[src/rtl/float_sum_accumulator.sv]
// Streaming single-precision accumulator for the SoftMax denominator.
// One truncating float add per accepted element; sum is final when done=1.
module float_sum_accumulator #(
    parameter int DATA_WIDTH = 32,
    parameter int N          = 10
) (
    input  logic                  clk,
    input  logic                  reset,
    input  logic                  start,
    input  logic                  in_valid,
    output logic                  in_ready,
    input  logic [DATA_WIDTH-1:0] in_data,
    output logic [DATA_WIDTH-1:0] sum,
    output logic                  done
);

    localparam int CW = $clog2(N + 1);

    typedef enum logic [1:0] {
        IDLE,
        ACCUM,
        DONE
    } state_t;

    state_t                state, state_nx;
    logic [DATA_WIDTH-1:0] acc, acc_nx;
    logic [CW-1:0]         count, count_nx;
    logic                  done_r, done_nx;
    logic                  accept;

    // Truncating adder: larger magnitude first, smaller aligned by shift.
    function automatic logic [31:0] fadd(
        input logic [31:0] x,
        input logic [31:0] y
    );
        logic [31:0] a, b, r;
        logic [7:0]  ea, eb, sh;
        logic [23:0] ma, mb, d;
        logic [24:0] s;
        logic [4:0]  lz;
        if (y[30:0] > x[30:0]) begin
            a = y;
            b = x;
        end else begin
            a = x;
            b = y;
        end
        ea = a[30:23];
        eb = b[30:23];
        sh = ea - eb;
        ma = {1'b1, a[22:0]};
        mb = (sh > 8'd23) ? 24'd0 : ({1'b1, b[22:0]} >> sh);
        s  = '0;
        d  = '0;
        lz = '0;
        r  = '0;
        if (eb == 8'd0) begin
            r = a;
        end else if (a[31] == b[31]) begin
            s = {1'b0, ma} + {1'b0, mb};
            if (s[24])
                r = {a[31], ea + 8'd1, s[23:1]};
            else
                r = {a[31], ea, s[22:0]};
        end else begin
            d = ma - mb;
            if (d != 24'd0) begin
                for (int i = 0; i < 24; i++)
                    if (d[i]) lz = 5'(23 - i);
                d = d << lz;
                r = {a[31], ea - {3'b000, lz}, d[22:0]};
            end
        end
        return r;
    endfunction

    assign in_ready = (state == ACCUM);
    assign accept   = in_valid & in_ready;
    assign sum      = acc;
    assign done     = done_r;

    always_comb begin
        state_nx = state;
        acc_nx   = acc;
        count_nx = count;
        done_nx  = done_r;
        case (state)
            IDLE, DONE: begin
                if (start) begin
                    state_nx = ACCUM;
                    acc_nx   = '0;
                    count_nx = '0;
                    done_nx  = 1'b0;
                end
            end
            ACCUM: begin
                if (accept) begin
                    acc_nx   = fadd(acc, in_data);
                    count_nx = count + 1'b1;
                    if (count == CW'(N - 1)) begin
                        state_nx = DONE;
                        done_nx  = 1'b1;
                    end
                end
            end
            default: state_nx = IDLE;
        endcase
    end

    always_ff @(posedge clk) begin
        if (!reset) begin
            state  <= IDLE;
            acc    <= '0;
            count  <= '0;
            done_r <= 1'b0;
        end else begin
            state  <= state_nx;
            acc    <= acc_nx;
            count  <= count_nx;
            done_r <= done_nx;
        end
    end

endmodule
[config.mk]
export PLATFORM = sky130hd
export DESIGN_NAME = float_sum_accumulator
export DESIGN_NICKNAME = d
export VERILOG_FILES = /design/src/rtl/float_sum_accumulator.sv
export SDC_FILE = /design/constraint.sdc
export NUM_CORES = 1
export LEC_CHECK = 0
export ABC_CLOCK_PERIOD_IN_PS = 11950
export BUFFER_PORTS_ARGS = -buffer_cell sky130_fd_sc_hd__buf_4
export CORE_ASPECT_RATIO = 1.4
export CORE_MARGIN = 2
export CORE_UTILIZATION = 59
export CTS_BUF_LIST = sky130_fd_sc_hd__clkbuf_8
export DETAILED_ROUTE_END_ITERATION = 8
export PLACE_DENSITY = 0.78
export SYNTH_ARGS = -nofsm -noshare
export SYNTH_HDL_FRONTEND = slang
export SYNTH_SLANG_ARGS = --single-unit
[constraint.sdc]
create_clock -name clk -period 11.95 [get_ports clk]
set_clock_uncertainty 0.2 [all_clocks]
set_input_delay 0.5975 -clock clk [delete_from_list [all_inputs] [get_ports clk]]
set_output_delay 0.5975 -clock clk [all_outputs]
set_load 0.1 [all_outputs]
## Word level (Yosys, flattened, before mapping)

Cells that the tools add are included.

| cells by class | value |
|---|---|
| add/sub/neg operators | 6 |
| multiply operators | 0 |
| div/mod/pow operators | 0 |
| magnitude comparators | 2 |
| eq/ne operators | 7 |
| shift-type cells | 2 |
| mux-type cells | 54 |
| bitwise logic cells | 1 |
| reduce and logical (&&, ||, !) cells | 8 |

Operators with widths:

| operator | count |
|---|---|
| 2-to-1 mux 32 bit | 11 |
| 2-to-1 mux 5 bit | 29 |
| case mux 32 bit (2 select lines) | 1 |
| greater-than comparator 31 bit | 1 |
| 2-to-1 mux 31 bit | 1 |
| adder 24 x 24 -> 25 bit | 1 |
| 2-to-1 mux 24 bit | 1 |
| nonzero test 24 bit | 1 |
| left shift 24 x 5 -> 23 bit | 1 |
| >> shifter 24 x 8 -> 24 bit | 1 |
| subtractor 24 bit | 1 |
| adder 8 x 1 -> 8 bit (second input constant) | 1 |
| greater-than comparator 8 x 5 -> 1 bit (second input constant) | 1 |
| zero test 8 bit | 1 |
| 2-to-1 mux 4 bit | 2 |
| case mux 4 bit (2 select lines) | 1 |
| subtractor 8 x 5 -> 8 bit | 1 |
| subtractor 8 bit | 1 |
| 2-to-1 mux 2 bit | 3 |
| AND reduction 3 bit | 2 |
| adder 4 x 1 -> 4 bit (second input constant) | 1 |
| == test 4 bit (second input constant) | 1 |
| inequality test 2 x 1 -> 1 bit (second input constant) | 2 |
| case mux 2 bit (2 select lines) | 1 |
| other kinds (11) | 13 |

| word-level totals | value |
|---|---|
| register bits | 39 |
| latch bits | 0 |
| RAM bits | 0 |
| memory bits (read-only) | 0 |
| input bits | 36 |
| output and inout bits | 34 |
| word-level logic and storage cells | 84 |
| memories | 0 |

## Logic depth before layout (Yosys ltp)

Gate-level depths: netlist (run 1).

| logic depth | value |
|---|---|
| word-level depth | 43 |
| mapped depth | 50 |
| depth with buffers taken out | 44 |

## Least setup slack after synthesis (run 1)

No wires, ideal clock.

| path | value |
|---|---|
| path kind | register to register |
| start point | register acc[27] (netlist: sum[27]) |
| end point | register acc[30] (netlist: sum[30]) |
| arrival time | 10.529 ns |
| data required time | 11.632 ns |
| path slack | 1.103 ns |
| cell stages (with the launch flop) | 48 |
| path buffers | 8 |
| period minus slack after synthesis | 10.847 ns |
| cells stage by stage | dfxtp_1 -> inv_1 -> ha_1 -> buf_6 -> a21o_1 -> a2111oi_2 -> o22ai_1 -> a22oi_2 -> buf_6 -> clkbuf_1 -> buf_1 -> mux2i_1 -> ha_1 -> nor2_1 -> o21ai_0 -> and3_1 -> clkbuf_1 -> clkbuf_1 -> [... 12 more ...] -> o311a_1 -> o311a_1 -> o31ai_1 -> a311oi_2 -> nor2_4 -> a21boi_2 -> inv_2 -> buf_2 -> ha_1 -> nor2b_1 -> o21ai_0 -> nand2b_1 -> a21o_1 -> a21oi_1 -> nand3_1 -> a221oi_1 -> o22ai_1 -> a22o_1 |

| between the ends | value |
|---|---|
| cells in the longest elaborated chain, start to end | 43 |
| elaborated cells between the ends (all ways) | 53 |
| classes of those cells | 5 x add/sub; 2 x order compare; 1 x eq/ne; 1 x shift; 42 x mux; 2 x reduce/logical |

RTL lines:

| item | RTL line | source |
|---|---|---|
| start, declared | 26 | `logic [DATA_WIDTH-1:0] acc, acc_nx;` |
| start signal, assigned | 118 | `acc <= acc_nx;` |
| greater-than comparator 31 bit | 41 | `if (y[30:0] > x[30:0]) begin` |
| 2-to-1 mux 32 bit | 41 |  |
| 2-to-1 mux 32 bit | 97 | `if (accept) begin` |
| 2-to-1 mux 32 bit | 87 | `case (state)` |
| subtractor 8 bit | 50 | `sh = ea - eb;` |
| >> shifter 24 x 8 -> 24 bit / greater-than comparator 8 x 5 -> 1 bit (equally long branches) | 52 | `mb = (sh > 8'd23) ? 24'd0 : ({1'b1, b[22:0]} >> sh);` |
| 2-to-1 mux 24 bit | 52 |  |
| subtractor 24 bit | 66 | `d = ma - mb;` |
| [... 27 more ...] | n/a |  |
| 2-to-1 mux 5 bit | 97 |  |
| 2-to-1 mux 5 bit | 87 |  |
| subtractor 8 x 5 -> 8 bit | 71 | `r = {a[31], ea - {3'b000, lz}, d[22:0]};` |
| 2-to-1 mux 32 bit | 67 | `if (d != 24'd0) begin` |
| 2-to-1 mux 32 bit | 59 | `end else if (a[31] == b[31]) begin` |
| 2-to-1 mux 32 bit * | 57 | `if (eb == 8'd0) begin` |
| 2-to-1 mux 32 bit * | 97 |  |
| case mux 32 bit (2 select lines) * | 87 |  |

Every way passes the cells marked *; elsewhere a longest branch is shown, timed or not. The select of a mux whose other input is x is not followed.
A chain may end at the register's enable or synchronous reset.

## Final worst setup path (run 1)

| path | value |
|---|---|
| start point | register acc[27] (netlist: sum[27]) |
| end point | register acc[29] (netlist: sum[29]) |

Same word-level chain as after synthesis.

==> metrics.cfg, run 1 <==
[timing]
tightest_slew_ps=1200
hold_violations=0
tns_ps=0
rsz0062_at_grt=false
setup_viol=0
timing.fmax_mhz=91.7
period_share=0.913
slew_viol_final=0
finalWorstSetupSlack_ps=1040
relSlewSlack=0.192
finalCriticalPeriod_ps=10910

[drt]
drtIter0Drc=1129
post-route-drc-count=0
num_vias=11700
wl_per_cell_um=23.5
dr.pass1.iters=5
avgViaCountPerCell=6.97
wl_um=39700
ant_nets=0

[worst_setup_path]
worstSetupEndpointType=flop
crit_fanout=65
reg2reg_from=sum[27]
critPathSlowestCell=xor2_2
slowest_delay_ps=680
cp-start-kind=flop
r2r_setup_slack_ps=1040
r2r_cells=39
worst_path_most_repeated_cell=inv_1
cp.arrival_ps=10940
critPathKind=flop to flop
reg2reg_to=sum[29]
cp.required_ps=11980

[floorplanning]
io_pins=70
dieArea_um2=18200
num_rows=56
design.core.area_um2=16700
dieHeight_um=159
initial_core_util=0.603
dieWidth_um=115

[yosys]
syn_area_um2=10100
synth.top_cell.area_share=0.108
synthArstFlopShare=0
synthesis.nets=1601
synth.area.top_cells=ha_1 11%, mux2i_1 8.8%, dfxtp_1 7.7%
synth-edff-count=0
syn_inst=1475
yosys.area.top_type=ha_1
synth.yosys.seq_area_share=0.0773
synth_warnings=0
synth_cell_types=104
syn_area_per_cell_um2=6.85
ys_ff_latch=39
synth_flop_cell=dfxtp_1

[power]
p_seq_frac=0.089
p_sw_frac=0.613
comb_power_share=0.840
internal_power_uw=662
vdd_drop_max_mv=0.0979
power_mw=1.71
power_density_nw_per_um2=159
p_clk_frac=0.072
p_switching_mw=1.05
p_leak_nw=4.56

[grt]
first_global_vias=11200
track_usage=0.424
grt_pass1_wl_um=60900
grt_max_degree=66
antenna_found_initial=0
overflow=0

[clocking]
cts_tree=built
htreeDepth=2
cts.clk_slew.worst_paths_ps=90
cts_num_sinks=39
ctsResizeCount=0
clock-root-buffer=clkbuf_8
cts_inserted_buffers=5
clk_path_buf_depth=2
cts_hold_buf=0
clk_latency_ps=320
cts_setup_buffers=0

[final_layout]
layout-drive-gt1-share=0.102
area_growth_pct=6.28
nFillCells=1634
diodes=0
final_nets=1608
final_area_um2=10700

[placed_design]
dpl-instance-area_um2=10600
io_buffers=69
gp_congestion=1.00
post-place-ws_ps=1130
hpwl_um=32400

[worst_hold_path]
min_path_cells=2
hold_start=sum[5]
min_to=sum[5]
hp-class=flop to flop

[outcome]
status=finished clean

[job]
max_cap_violations=0

==> sequential cells by signal (all words and copies together) (netlist names) <==
register and cells:
sum 32, count 4, state 2, done 1
==> through the flow <==
stage	std cells	util	hold slack [ps]
CTS	1686	0.641	276
finish	1686	0.641	272
global route	1686	0.641	305
global placement	1678	0.634	255
detailed placement	1678	0.634	264
floorplan	1475	-	279
==> cell usage after synthesis, types with 6 or more instances <==
| library cell | count |
|---|---|
| xnor2_1 | 33 |
| or3_1 | 6 |
| a21oi_1 | 123 |
| o22ai_1 | 15 |
| a221oi_1 | 11 |
| buf_2 | 14 |
| o21ai_1 | 6 |
| o21bai_1 | 11 |
| and2_1 | 18 |
| a211o_1 | 11 |
| nand2b_1 | 21 |
| xor2_1 | 14 |
| o31ai_1 | 16 |
| buf_6 | 7 |
| a22o_1 | 11 |
| inv_1 | 112 |
| o211a_1 | 7 |
| nor2_1 | 143 |
| and3_1 | 8 |
| nand4_1 | 19 |
| mux2_2 | 7 |
| o211ai_1 | 22 |
| nand2_1 | 137 |
| nor2b_1 | 14 |
| o21a_1 | 11 |
| a31oi_1 | 12 |
| mux2i_1 | 89 |
| a21o_1 | 16 |
| a211oi_1 | 41 |
| buf_1 | 14 |
| o21ai_0 | 101 |
| dfxtp_1 | 39 |
| a21boi_0 | 6 |
| nor4_1 | 14 |
| nor3_1 | 34 |
| o221ai_1 | 6 |
| a22oi_1 | 6 |
| clkbuf_1 | 52 |
| nand3_1 | 38 |
| ha_1 | 87 |
==> placed cells by master (no fill, tap or decap), types with 32 or more instances in the layout <==
| cell | Yosys | layout |
|---|---|---|
| inv_1 | 112 | 112 |
| nor2_1 | 143 | 143 |
| mux2i_1 | 89 | 89 |
| nor3_1 | 34 | 34 |
| dfxtp_1 | 39 | 39 |
| nand2_1 | 137 | 137 |
| a211oi_1 | 41 | 41 |
| a21oi_1 | 123 | 123 |
| xnor2_1 | 33 | 32 |
| ha_1 | 87 | 87 |
| o21ai_0 | 101 | 101 |
| buf_4 | 4 | 91 |
| nand3_1 | 38 | 38 |
==> power groups by stage <==
stage | clock network (mW) | logic [mW] | registers (mW)
detailed placement | 0 | 1.38 | 0.154
finish | 0.123 | 1.44 | 0.151
global route | 0.126 | 1.51 | 0.152
global placement | 0 | 1.37 | 0.154
CTS | 0.120 | 1.39 | 0.151
floorplan | 0 | 0.956 | 0.209
==> area by class of cell <==
class / count / area [µm²] / area share
Multi-Input combinational cell: 1228 / 8460 / 0.789
Clock buffer: 5 / 68.8 / 0.00641
Tap cell: 203 / 254 / 0.0237
Clock inverter: 3 / 43.8 / 0.00408
Sequential cell: 39 / 781 / 0.0728
Inverter: 117 / 439 / 0.0409
Timing Repair Buffer: 91 / 683 / 0.0637
==> how the worst max path moves through the flow <==
stage	startpoint	end	slack, ps	cells past startpoint
after floorplan	sum[27]	sum[30]	1100	47
after global placement	in_data[27]	sum[29]	1420	39
after detailed placement	in_data[27]	sum[29]	1130	39
after CTS	sum[27]	sum[29]	1190	39
after global routing	sum[27]	sum[29]	230	39
final	sum[27]	sum[29]	1040	39
==> routing by layer <==
metal | up-vias | share of wire | global-route usage
met5 | - | 0 | 0
li1 | 5440 | - | -
met4 | 0 | 0.082 | 0.295
met2 | 629 | 0.47 | 0.700
met3 | 174 | 0.071 | 0.0462
met1 | 5503 | 0.38 | 0.504
==> worst max-delay path, delay by kind of cell, from the launching register on <==
kind | cells | cell delay, ps
xor gates and xnor gates | 1 | 680
AOI/OAI and AO/OA | 17 | 4140
DFF | 1 | 520
and+or+nand+nor | 9 | 1780
muxes | 1 | 420
buffers and inverters | 6 | 1250
adders and majority gates | 5 | 1800
==> logic make-up after synthesis <==
group | Yosys count | synth area share
xor gates and xnor gates | 50 | 0.0467
and+or+nand+nor | 480 | 0.227
adders and majority gates | 90 | 0.114
AOI/OAI and AO/OA | 509 | 0.348
buffers and inverters | 208 | 0.0858
muxes | 99 | 0.101
DFF | 39 | 0.0773
(Power assumes the default switching activity.)
==> run 2, diff against run 1 <==
--- a/config.mk
+++ b/config.mk
@@ -13,6 +13,8 @@
 export CTS_BUF_LIST = sky130_fd_sc_hd__clkbuf_8
 export DETAILED_ROUTE_END_ITERATION = 8
 export PLACE_DENSITY = 0.78
+export REMOVE_ABC_BUFFERS = 1
 export SYNTH_ARGS = -nofsm -noshare
 export SYNTH_HDL_FRONTEND = slang
 export SYNTH_SLANG_ARGS = --single-unit
+export TNS_END_PERCENT = 100
==> run 2 against run 1 <==
Net effect: utilization barely moved; clock power barely moved; final cell count barely moved; global-route usage fell by 0.72 points; die area did not move; power fell by 1.9%; hold slack improved by 21 ps; maximum frequency rose by 0.14%; first-iteration DRC count rose by 0.18%; critical path type unchanged; critical endpoint unchanged.
==> metrics.cfg, run 2 (same netlist as run 1, synthesis figures left out) <==
[clocking]
cts_num_sinks=39
ctsResizeCount=0
clk_path_buf_depth=2
clk_latency_ps=320
cts_inserted_buffers=5
htreeDepth=2
clock-root-buffer=clkbuf_8
cts_tree=built
cts_hold_buf=0
cts_setup_buffers=0
cts.clk_slew.worst_paths_ps=100

[grt]
antenna_found_initial=0
grt_max_degree=66
first_global_vias=10800
grt_pass1_wl_um=59200
track_usage=0.417
overflow=0

[final_layout]
layout_commonest_cell=nor2_1
largest_reg_flops=32
stdcell_count=1685
mostFrequentLayoutCells=143 x nor2_1, 137 x nand2_1, 123 x a21oi_1, 112 x inv_1, 101 x o21ai_0
diodes=0
layout-drive-gt1-share=0.101
final_nets=1607
area_growth_pct=6.21

[power]
vdd_drop_max_mv=0.104
p_leak_nw=4.56
power_density_nw_per_um2=156

[worst_setup_path]
cp.required_ps=11970
cp-start-kind=flop
r2r_cells=40
worst_path_most_repeated_cell=inv_1
critPathSlowestCell=buf_4
slowest_delay_ps=660
worstSetupEndpointType=flop
critPathKind=flop to flop
reg2reg_from=sum[27]
reg2reg_to=sum[29]
r2r_setup_slack_ps=1050
crit_fanout=65
cp.arrival_ps=10920

[drt]
drtIter0Drc=1131
num_vias=11500
post-route-drc-count=0
dr.pass1.iters=6
wl_per_cell_um=23.3
ant_nets=0
avgViaCountPerCell=6.83
wl_um=39200

[timing]
timing.fmax_mhz=91.8
finalWorstSetupSlack_ps=1050
relSlewSlack=0.269
setup_viol=0
whs_ps=293
rsz0062_at_grt=false
tightest_slew_ps=1100
hold_violations=0
period_share=0.912
slew_viol_final=0
finalCriticalPeriod_ps=10900

[floorplanning]
dieArea_um2=18200
dieWidth_um=115
initial_core_util=0.603
design.core.area_um2=16700
io_pins=70
dieHeight_um=159
num_rows=56

[placed_design]
hpwl_um=32000
gp_congestion=1.03
post-place-ws_ps=1060
dp.cells=1677
io_buffers=69

[worst_hold_path]
hold_start=sum[5]
min_path_cells=2
min_to=sum[5]
hp-class=flop to flop

[job]
max_cap_violations=0

[outcome]
status=finished clean

[run 2: area by class of cell]
class | count | area, µm²
clock buffer | 5 | 68.8
clock inverter | 3 | 43.8
fill | 1625 | 6020
inverter | 117 | 439
multi-input combinational | 1228 | 8460
sequential | 39 | 781
tap | 203 | 254
timing repair buffer | 90 | 676
[run 2: power breakdown]
group	internal (mW)	switching (mW)
logic	0.461	0.942
clock network	0.0625	0.0624
registers	0.139	0.0109
total	0.662	1.02
[run 2: per-stage QoR]
| stage | power [mW] | setup TNS [ps] | utilization | cell area [µm²] |
|---|---|---|---|---|
| finish | 1.68 | 0 | 0.640 | 10700 |
| global route | 1.77 | 0 | 0.640 | 10700 |
| CTS | 1.63 | 0 | 0.640 | 10700 |
| detailed placement | 1.51 | 0 | 0.634 | 10600 |
| global placement | 1.50 | 0 | 0.634 | 10600 |
| floorplan | 1.13 | -473 | - | 9670 |
[run 2: worst max-delay path, delay by kind of cell (launching register included)]
family                     cells  cell delay (ps)
buffers and inverters          6             1270
xor gates and xnor gates       1              150
AOI/OAI and AO/OA             21             5070
and+or+nand+nor                6             1380
muxes                          1              450
DFF                            1              510
adders and majority gates      5             1750
[run 2: metal layers]
metal,wire (µm),share of wire,vias up,global-route usage
met1,15000,0.38,5363,0.481
met3,2470,0.063,164,0.0462
met4,3270,0.083,0,0.300
li1,-,-,5438,-
met5,0,0,-,0
met2,18500,0.47,550,0.699
[run 2: how the worst max path moves through the flow]
stage	from	end	slack [ps]	cells after the start
3_3_place_gp	in_data[20]	sum[29]	1320	40
5_1_grt	sum[23]	sum[29]	280	39
3_5_place_dp	in_data[20]	sum[29]	1060	40
6_report	sum[27]	sum[29]	1050	40
4_1_cts	sum[27]	sum[29]	1160	39
2_1_floorplan	sum[23]	sum[30]	-310	42
==> run 3, diff against run 2 <==
--- a/config.mk
+++ b/config.mk
@@ -7,12 +7,14 @@
 export LEC_CHECK = 0
 export ABC_CLOCK_PERIOD_IN_PS = 11950
 export BUFFER_PORTS_ARGS = -buffer_cell sky130_fd_sc_hd__buf_4
+export CELL_PAD_IN_SITES_DETAIL_PLACEMENT = 1
+export CELL_PAD_IN_SITES_GLOBAL_PLACEMENT = 2
 export CORE_ASPECT_RATIO = 1.4
 export CORE_MARGIN = 2
-export CORE_UTILIZATION = 59
+export CORE_UTILIZATION = 36
 export CTS_BUF_LIST = sky130_fd_sc_hd__clkbuf_8
 export DETAILED_ROUTE_END_ITERATION = 8
-export PLACE_DENSITY = 0.78
+export PLACE_DENSITY = 0.83
 export REMOVE_ABC_BUFFERS = 1
 export SYNTH_ARGS = -nofsm -noshare
 export SYNTH_HDL_FRONTEND = slang
==> run 3 against run 2 <==
Net effect: register-to-register slack got worse by 290 ps; critical path type unchanged; largest power group unchanged; global-route usage fell by 11 points; sequential power barely moved.
==> metrics.cfg, run 3 (same netlist as run 1, synthesis figures left out) <==
[worst_setup_path]
cp.required_ps=12000
reg2reg_from=sum[27]
path_depth=39
cp-start-kind=flop
slowest_delay_ps=980
path_buf_inv=4
worstSetupEndpointType=flop
critPathKind=flop to flop
crit_fanout=25
reg2reg_to=sum[29]
cp.arrival_ps=11230
r2r_cells=39
critPathTopFamily=compound AO/OA/AOI/OAI gates
critPathSlowestCell=ha_1
r2r_setup_slack_ps=760

[clocking]
cts_tree=built
cts_hold_buf=0
ctsResizeCount=0
cts.clk_slew.worst_paths_ps=110
clock-root-buffer=clkbuf_8
clk_path_buf_depth=2
htreeDepth=2
cts_inserted_buffers=5
clk_latency_ps=340
cts_setup_buffers=0
cts_num_sinks=39

[worst_hold_path]
hold_start=sum[5]
min_path_cells=2
hp-class=flop to flop
min_to=sum[5]

[grt]
antenna_found_initial=0
gr-usage-met2=0.561
grt_pass1_wl_um=71400
grt_max_degree=66
busiest_layer=met2
first_global_vias=12100
overflow=0
use_met1=0.363
track_usage=0.310
met3_usage=0.0212

[timing]
relSlewSlack=0.195
period_share=0.936
whs_ps=295
finalWorstSetupSlack_ps=764
slew_viol_final=0
finalCriticalPeriod_ps=11190
tightest_slew_ps=1210
setup_viol=0
hold_violations=0
timing.fmax_mhz=89.4
rsz0062_at_grt=false

[power]
power_mw=1.74
p_leak_nw=4.58
vdd_drop_max_mv=0.0502
power_density_nw_per_um2=159

[floorplanning]
initial_core_util=0.365
dieWidth_um=146
dieHeight_um=202
num_rows=72
dieArea_um2=29400
design.core.area_um2=27700
io_pins=70

[outcome]
status=finished clean

[final_layout]
nFillCells=3626
finish.utilization=0.397
layout-drive-gt1-share=0.105
layout_commonest_cell=nor2_1
final_nets=1611
diodes=0
area_growth_pct=8.70
largest_reg_flops=32
mostFrequentLayoutCells=143 x nor2_1, 137 x nand2_1, 123 x a21oi_1, 112 x inv_1, 101 x o21ai_0

[drt]
drtIter0Drc=791
wl_per_cell_um=25.1
ant_nets=0
num_vias=11600
dr.pass1.iters=5
post-route-drc-count=0
wl_um=46600
avgViaCountPerCell=6.27

[placed_design]
gp_congestion=0.972
hpwl_um=38100
post-place-ws_ps=639
io_buffers=69

[job]
max_cap_violations=0

==> run 3: cell count changes in the layout (fill, tap and decap cells not counted) <==
| cell | change |
|---|---|
| a311o_1 | -1 |
| and3_1 | -1 |
| a311o_2 | +1 |
| o311ai_2 | -1 |
| o311ai_1 | +1 |
| and3_2 | +1 |
| o311ai_0 | -1 |
| buf_4 | +4 |
| o311ai_4 | +1 |
==> run 3: worst max-delay path by stage <==
stage	start	endpoint	slack (ps)
final	sum[27]	sum[29]	760
after global routing	sum[27]	sum[29]	120
after CTS	sum[27]	sum[29]	690
after detailed placement	in_data[27]	sum[29]	640
after global placement	in_data[27]	sum[29]	720
after floorplan	sum[23]	sum[30]	-310
==> run 3: per-layer routing <==
metal | up-vias | routed length [µm]
met1 | 5727 | 19000
li1 | 5450 | -
met4 | 0 | 2690
met5 | - | 0
met3 | 109 | 1770
met2 | 351 | 23100
==> run 3: cell type report <==
type | instances | area, µm² | area share
inverter | 117 | 439 | 0.0400
clock buffer | 5 | 68.8 | 0.00627
sequential | 39 | 781 | 0.0711
tap | 370 | 463 | 0.0422
timing repair buffer | 94 | 706 | 0.0643
multi-input combinational | 1228 | 8470 | 0.772
clock inverter | 3 | 43.8 | 0.00399
==> run 3: report_power, final <==
part	switching [mW]	internal [mW]	leakage [nW]
clock	0.0679	0.0625	0.0581
sequential	0.0125	0.139	0.316
combinational	0.992	0.466	4.21
total	1.07	0.667	4.58
==> run 3: metrics by stage <==
stage,instances,TNS (ps),area (µm²)
after floorplan,1384,-473,9670
after global placement,1848,0,10900
after detailed placement,1848,0,10900
after CTS,1856,0,11000
after global routing,1856,0,11000
final,1856,0,11000
==> run 3: worst register-to-register path, delay by kind of cell, from the launching register on <==
family / cells / cell delay, ps
compound gates: 19 / 5100
fa+ha+maj: 5 / 2710
simple gates: 10 / 1910
buf+inv: 4 / 550
flops: 1 / 490
mux: 1 / 140
